## src/rtl/exit_led_pkg.sv

```systemverilog
// exit_led_pkg: shared state encoding and LED patterns for the exit-code pager.
package exit_led_pkg;
  typedef enum logic [1:0] {IDLE, MARK, NIB, GAP} pager_state_t;
  localparam logic [3:0] LED_MARK  = 4'hF;
  localparam logic [3:0] LED_BLANK = 4'h0;
endpackage

```

## src/rtl/dwell_timer.sv

```systemverilog
// dwell_timer: free-running phase counter, done on terminal count then wraps; clr holds it at 0.
module dwell_timer #(
  parameter int DWELL_CYCLES = 12_000_000
) (
  input  logic clk,
  input  logic resetn,
  input  logic clr,
  output logic done
);
  localparam int W = $clog2(DWELL_CYCLES);
  localparam logic [W-1:0] LAST = W'(DWELL_CYCLES - 1);
  logic [W-1:0] cnt_q, cnt_d;
  assign done  = cnt_q == LAST;
  assign cnt_d = (clr || done) ? '0 : cnt_q + 1'b1;
  always_ff @(posedge clk or negedge resetn)
    if (!resetn) cnt_q <= '0;
    else cnt_q <= cnt_d;
endmodule

```

## src/rtl/exit_led_pager.sv

```systemverilog
// exit_led_pager: pages a captured exit code onto 4 LEDs as marker, then MS-first nibbles with gaps.
// HEARTBEAT_EN: when defined, led[0] blinks in IDLE using the shared phase timer.
module exit_led_pager
  import exit_led_pkg::*;
#(
  parameter int DWELL_CYCLES = 12_000_000,
  parameter int NIBBLES      = 8
) (
  input  logic                   clk,
  input  logic                   resetn,
  input  logic                   exit,
  input  logic [4*NIBBLES-1:0]   exitcode,
  output logic [3:0]             led,
  output logic                   busy
);
  localparam int NW = $clog2(NIBBLES);
  localparam logic [NW-1:0] NIB_TOP = NW'(NIBBLES - 1);
  pager_state_t state_q, state_d;
  logic [3:0] led_q, led_d;
  logic [NW-1:0] nib_q, nib_d, nib_dec;
  logic [4*NIBBLES-1:0] code_q, code_d;
  logic done, clr;
  assign nib_dec = nib_q - 1'b1;
`ifdef HEARTBEAT_EN
  assign clr = state_q == IDLE && exit;
`else
  assign clr = state_q == IDLE;
`endif
  dwell_timer #(.DWELL_CYCLES(DWELL_CYCLES)) u_timer (
    .clk(clk), .resetn(resetn), .clr(clr), .done(done)
  );
  always_comb begin
    state_d = state_q;
    led_d   = led_q;
    nib_d   = nib_q;
    code_d  = code_q;
    unique case (state_q)
      IDLE: begin
        if (exit) begin
          state_d = MARK;
          led_d   = LED_MARK;
          code_d  = exitcode;
          nib_d   = NIB_TOP;
        end
`ifdef HEARTBEAT_EN
        else if (done) led_d = {3'b000, ~led_q[0]};
`endif
      end
      MARK: if (done) begin
        state_d = NIB;
        nib_d   = NIB_TOP;
        led_d   = code_q[4*NIB_TOP +: 4];
      end
      NIB: if (done) begin
        state_d = GAP;
        led_d   = LED_BLANK;
      end
      GAP: if (done) begin
        state_d = nib_q == '0 ? MARK : NIB;
        nib_d   = nib_q == '0 ? NIB_TOP : nib_dec;
        led_d   = nib_q == '0 ? LED_MARK : code_q[4*nib_dec +: 4];
      end
    endcase
  end
  always_ff @(posedge clk or negedge resetn)
    if (!resetn) begin
      state_q <= IDLE;
      led_q   <= LED_BLANK;
      nib_q   <= NIB_TOP;
      code_q  <= '0;
    end else begin
      state_q <= state_d;
      led_q   <= led_d;
      nib_q   <= nib_d;
      code_q  <= code_d;
    end
  assign led  = led_q;
  assign busy = state_q != IDLE;
endmodule
```

## config.mk

```make
export PLATFORM = sky130hd
export DESIGN_NAME = exit_led_pager
export DESIGN_NICKNAME = d
export VERILOG_FILES = /design/src/rtl/exit_led_pkg.sv /design/src/rtl/dwell_timer.sv /design/src/rtl/exit_led_pager.sv
export SDC_FILE = /design/constraint.sdc
export NUM_CORES = 1
export LEC_CHECK = 0
export ABC_AREA = 1
export CAP_MARGIN = 20
export CORE_ASPECT_RATIO = 0.75
export CORE_MARGIN = 5
export CORE_UTILIZATION = 55
export DETAILED_ROUTE_END_ITERATION = 10
export PLACE_DENSITY = 0.78
export SLEW_MARGIN = 20
export SYNTH_ARGS = -nofsm -noshare
export SYNTH_HDL_FRONTEND = slang
export SYNTH_SLANG_ARGS = --single-unit
```

## constraint.sdc

```tcl
create_clock -name clk -period 4.1 [get_ports clk]
set_input_delay 0.41 -clock clk [delete_from_list [all_inputs] [get_ports clk]]
set_output_delay 0.41 -clock clk [all_outputs]
set_load 0.02 [all_outputs]
```

==> flow_summary.toml, run 1 <==
[worst_setup_path]
worst_setup_path_end_kind = "flip-flop"
cpLargestDelayFamily = "flip-flops"
cp_slowest_stage_delay_ns = 0.71
worstPathArrival_ns = 2.64
crit_required_ns = 4.38
critical-path-slowest-cell = "dfstp_2"
critPathLaunchType = "flip-flop"
cp_cell_sequence = "inv_2, ha_1, clkinv_1, nand3_1, nand3_1, nand3_1, nand2_1, nand2_1, nand2_1, inv_1"
worstPathMaxFanout = 19
worst-setup-path-type = "reg -> reg"
worst_path_bufs_invs = 3

[cells_and_area]
final-instance-count-excl-fill = 547
area.growth.synth_to_final_pct = 17.0
finalCoreUtilization_pct = 66.2
fillerInstances = 533
net_count_final = 499
layout-drive-gt1-share_pct = 17.0
stdcell_area_mm2 = 0.00417
n_antenna_cell = 0

[cts]
post_cts_hold_buffer_count = 0
cts.reportedPaths.clkPinSlew_ns = 0.09
clock_latency_ns = 0.34
cts-htree-levels = 3
cts.repair.resized = 0
cts_setup_buffers = 0
clock_tree_from_tritoncts = "done"
clk_root_buffer_cell = "clkbuf_8"
tritoncts_num_sinks = 65
clockBufferDepth = 2
cts_buffer_count = 9

[floorplanning]
floorplan.die.height_um = 79.7
io-pin-count = 40
design.core.area_mm2 = 0.00629
rows = 25
die-width_um = 103
floorplan.die_area_mm2 = 0.00820
floorplan.initialDensity_pct = 56.6

[route]
route.final.wire_length_um = 8090
dr_total_vias = 2886
drtIter0Drc = 253
routedWlPerCell_um = 14.8
detailedRoute.firstPassIterationCount = 5
vias_per_inst = 5.28
drc_errors = 0
detail-route-antenna-nets = 0

[timing]
min_period_over_period_pct = 57.6
report.final.setup_viol = 0
finalSetupTns_ns = 0
fin_worst_hold_slack_ns = 0.198
transition_time_at_the_pin_with_the_least_slew_margin_ns = 0.946
unrepaired_setup_endpoints_after_global_routing = "false"
finalWorstPathRequiredPeriod_ns = 2.36
slew_violations = 0
achievable-frequency_mhz = 423
slew_headroom_pct = 36.7
finalClockSkew_ns = 0.0128
finalHoldViolations = 0

[placement]
port_buffers = 39
place_area_mm2 = 0.00396
hpwlAfterDp_um = 5900
place.gp.congestion = 0.983
numPlacedInstances = 531

[synth]
largest_family_of_logic_cells_by_synthesized_area = "simple AND/OR/NAND/NOR gates"
compound_cell_area_share_of_the_yosys_netlist_pct = 1.58
synthXorXnorAreaFrac_pct = 1.48
synth_area_leader_cell = "dfrtp_1"
synthAdderAreaFrac_pct = 1.05
postSynthCellCount = 423
synth_async_sr_flop_share_pct = 100
ys_dominant_reg_cell = "dfrtp_1"
netlist-cell-type-count = 31
ys_top_cells_by_area = "dfrtp_1 44%, nand2_1 11%, mux2_2 8.9%, nor2_1 6.5%, nand3_1 5.9%"
synth_seq_area_share_pct = 45.8
ys_seq_elements = 65
synth_enable_flop_cells = 0
synth_area_per_cell_um2 = 8.42
synth_top_cell_area_share_pct = 43.6
mappedNetlistNets = 461
yosys-mux-area-fraction_pct = 8.86
synth-simple-area-share_pct = 33.8
yosys_warnings = 0
synth.cell_area_mm2 = 0.00356

[power]
static-leakage-power_nw = 2.03
p_per_area_mw_per_mm2 = 303
peakVddDrop_uv = 186

[global_routing]
grt_pass1_wl_um = 13700
grtUsageTotal_pct = 21.6
globalRoute.totalOverflow = 0
grt_start_max_net_pins = 45
grt_pass1_vias = 2724
initial_antenna_violation_count = 0

[flow_run]
drv.max_cap_violation_count = 0

[run_status]
status = "finished clean"

[min_path]
holdCritPathClass = "in -> async"
-- worst paths after layout --
kind                                       from  slack (ns)  depth (start not counted)                         end
max                        nib_q[0]$_DFFE_PN1P_        1.74                         10          led[1]$_DFFE_PN0P_
min                                      resetn        0.20                          1  u_timer.cnt_q[2]$_DFF_PN0_
max reg2reg                nib_q[0]$_DFFE_PN1P_        1.74                         10          led[1]$_DFFE_PN0P_
min reg2reg                nib_q[1]$_DFFE_PN1P_        0.51                          2        nib_q[1]$_DFFE_PN1P_
max in group asynchronous                resetn        2.99                          2        nib_q[0]$_DFFE_PN1P_
min in group clk           nib_q[1]$_DFFE_PN1P_        0.51                          2        nib_q[1]$_DFFE_PN1P_
-- Yosys cell counts, types with 5 or more instances --
cell type and instances:
dfrtp_1 62, buf_2 8, nand3_1 42, nor2_2 5, nand2_1 107, o21ai_0 5, nor3b_2 6, inv_1 41
nand3b_1 5, a21oi_1 5, mux2_2 28, nand4_1 5, nor2_1 62
-- state kept, by name, indices dropped and copies added (netlist names) --
name,flops
code_q,32
led,4
nib_q,3
state_q,2
u_timer.cnt_q,24
-- worst reg2reg max path, stage by stage (launching register included) --
cell and delay, ns:
dfstp_2 0.71, inv_2 0.21, ha_1 0.49, clkinv_1 0.29, nand3_1 0.20, nand3_1 0.09
nand3_1 0.11, nand2_1 0.06, nand2_1 0.06, nand2_1 0.04, inv_1 0.05
-- kinds of logic after synthesis --
logic type	Yosys count
simple gates	252
flops	65
buf+inv	58
mux	28
compound gates	11
xor+xnor	6
fa+ha+maj	3
-- power by group --
group | total, mW | switching [mW] | internal [mW]
clock | 0.577 | 0.285 | 0.292
combinational | 0.0453 | 0.0169 | 0.0284
sequential | 0.641 | 0 | 0.641
total | 1.26 | 0.302 | 0.961
-- final cells by class --
class / count / area, um2 / area share [%]
clock buffers: 9 / 124 / 2.97
clock inverters: 7 / 83.8 / 2.01
inverters: 45 / 169 / 4.06
multi-input cells: 300 / 1660 / 40.0
flip-flops and latches: 65 / 1630 / 39.1
well taps: 81 / 101 / 2.43
repair buffers: 40 / 393 / 9.43
-- layer usage --
| layer | GRT usage (%) | wire [um] |
|---|---|---|
| met1 | 35.4 | 4120 |
| met2 | 27.7 | 3330 |
| met3 | 5.41 | 574 |
| met4 | 5.30 | 62 |
| met5 | 0 | 0 |
-- cell usage in the layout, fill, tap and decap left out, drive strengths merged, types with 6 or more instances in the layout --
| cell | n |
|---|---|
| clkbuf | 9 |
| inv | 48 |
| nand3 | 46 |
| clkdlybuf4s50 | 38 |
| nand2 | 113 |
| mux2 | 28 |
| nor3b | 6 |
| dfrtp | 62 |
| nor3 | 8 |
| nor2 | 68 |
-- through the flow --
stage	setup WS [ns]	power [mW]
global route	1.56	1.31
floorplan	2.08	0.654
finish	1.74	1.26
CTS	1.78	1.27
detailed placement	1.81	0.700
global placement	1.98	0.699
Note: power is estimated with default switching activity, not from simulation.
==> run 2: changes to the inputs <==
CORE_UTILIZATION = 51   (was 55)
PLACE_DENSITY = 0.76   (was 0.78)
clock period = 2.02 ns   (was 4.1 ns; I/O delays follow)
==> run 2 against run 1 <==
  * Via count rose by 0.55%
  * Total power is 90% higher
  * Register-to-register slack worse by 1.6 ns
  * Clock skew is 0.0027 ns lower
  * Utilization decreased by 4.3 points
  * Sequential cell count unchanged
  * Critical path type is now reg -> out
  * Final cell count increased by 1.5%
  * Count of clock-buffer cells in the layout grew 1
==> flow_summary.toml, run 2 (same netlist as run 1, synthesis figures left out) <==
[run_status]
status = "finished clean"

[worst_setup_path]
worst-setup-path-type = "reg -> out"
critical-path-slowest-cell = "clkdlybuf4s50_1"
worstPathArrival_ns = 1.73
worst_path_bufs_invs = 2
worstPathMaxFanout = 8
critical_path.startpoint = "state_q[1]$_DFFE_PN0P_"
cp_cell_sequence = "nor2_2, inv_1, clkdlybuf4s50_1"
cp_slowest_stage_delay_ns = 0.65
worst_setup_path_end_kind = "output pin"
timing.rr.start = "nib_q[0]$_DFFE_PN1P_"
cpLargestDelayFamily = "buffers and inverters"
critPathLaunchType = "flip-flop"
crit_required_ns = 1.82

[timing]
finalSetupTns_ns = 0
achievable-frequency_mhz = 518
finalHoldViolations = 0
transition_time_at_the_pin_with_the_least_slew_margin_ns = 0.344
fin_worst_hold_slack_ns = 0.402
finalWorstPathRequiredPeriod_ns = 1.93
unrepaired_setup_endpoints_after_global_routing = "false"
min_period_over_period_pct = 95.6
finalClockSkew_ns = 0.0101
slew_violations = 0
slew_headroom_pct = 77.0
report.final.setup_viol = 0

[floorplanning]
floorplan.die_area_mm2 = 0.00877
rows = 26
floorplan.initialDensity_pct = 52.4
die-width_um = 106
io-pin-count = 40
design.core.area_mm2 = 0.00680
floorplan.die.height_um = 82.4

[route]
dr_total_vias = 2902
drtIter0Drc = 146
route.final.wire_length_um = 8210
drc_errors = 0
routedWlPerCell_um = 14.8
vias_per_inst = 5.23
detail-route-antenna-nets = 0
detailedRoute.firstPassIterationCount = 5

[power]
p_per_area_mw_per_mm2 = 569
power_dissipated_by_switching_net_loads_mw = 0.557
internal_power_mw = 1.84
share_clk_of_total_power_pct = 41.7
seqPwrFrac_pct = 54.3
static-leakage-power_nw = 2.04
peakVddDrop_uv = 385
net_switching_fraction_of_the_power_pct = 23.2
power.share.combinational_pct = 4.0
design_power_total_mw = 2.40

[cells_and_area]
fillerInstances = 584
net_count_final = 504
commonest_non_fill_non_tap_cell_in_the_layout = "nand2_1"
final_cell_mix = "107 x nand2_1, 62 x nor2_1, 61 x dfrtp_1, 42 x nand3_1, 41 x inv_1"
finalCoreUtilization_pct = 62.0
regMostFlops = "code_q"
area.growth.synth_to_final_pct = 18.3
largest_register_ffs = 32
layout-drive-gt1-share_pct = 18.3
n_antenna_cell = 0
stdcell_area_mm2 = 0.00421

[cts]
cts-htree-levels = 3
tritoncts_num_sinks = 65
cts_setup_buffers = 0
cts_buffer_count = 9
clockBufferDepth = 2
clock_latency_ns = 0.34
cts.reportedPaths.clkPinSlew_ns = 0.08
clock_tree_from_tritoncts = "done"
clk_root_buffer_cell = "clkbuf_8"

[placement]
place.gp.congestion = 1.01
hpwlAfterDp_um = 6080
port_buffers = 39
place_area_mm2 = 0.00402

[global_routing]
grt_pass1_wl_um = 13700
globalRoute.totalOverflow = 0
grt_pass1_vias = 2725
initial_antenna_violation_count = 0
grtUsageTotal_pct = 20.2
grt_start_max_net_pins = 66

[min_path]
holdCritPathClass = "in -> async"

[flow_run]
drv.max_cap_violation_count = 0
[run 2: worst paths after layout]
check | end | slack (ns) | cells past startpoint
min reg2reg | nib_q[1]$_DFFE_PN1P_ | 0.49 | 2
min | u_timer.cnt_q[1]$_DFF_PN0_ | 0.40 | 3
max | busy | 0.09 | 3
max reg2reg | led[0]$_DFFE_PN0P_ | 0.18 | 10
min in group clk | code_q[30]$_DFFE_PN0P_ | 0.43 | 3
max in group asynchronous | nib_q[0]$_DFFE_PN1P_ | 1.30 | 3
[run 2: worst register-to-register path: stages, from the launching register on]
cell and delay (ns):
dfstp_2 0.54, inv_2 0.13, ha_2 0.43, clkinv_2 0.15
nand3_1 0.13, nand3_1 0.11, nand3_1 0.10, nand2_1 0.05
nand2_1 0.06, nand2_1 0.04, inv_1 0.04
[run 2: power by group through the flow]
stage               Clock, mW  Sequential [mW]  Combinational, mW
global placement            0             1.33             0.0959
detailed placement          0             1.33             0.0968
global route             1.09             1.30              0.107
finish                   1.00             1.30             0.0962
CTS                      1.02             1.30             0.0988
floorplan                   0             1.33           0.000653
[run 2: repair_timing]
action,CTS,global route
hold endpoints to repair,62,0
setup endpoints to repair,1,1
resized for setup,1,1
hold buffers,1,0
pin swaps,0,0
[run 2: layer usage]
metal	global-route usage, %	part of all wire [%]
met1	30.6	52
met2	28.4	42
met3	5.52	5.2
met4	5.36	1.1
met5	0	0
[run 2: area by class of cell]
type | instances | area (um2) | share of cell area [%]
clock buffers | 10 | 138 | 3.27
clock inverters | 6 | 43.8 | 1.04
inverters | 45 | 170 | 4.04
multi-input cells | 300 | 1670 | 39.6
flip-flops and latches | 65 | 1630 | 38.7
well taps | 84 | 105 | 2.49
repair buffers | 45 | 458 | 10.9
[run 2: stage by stage]
step / setup WS [ns] / cells
floorplan: 0.0504 / 423
global placement: 0.288 / 538
detailed placement: 0.182 / 538
CTS: 0.0730 / 555
global route: 0.00399 / 555
finish: 0.0898 / 555
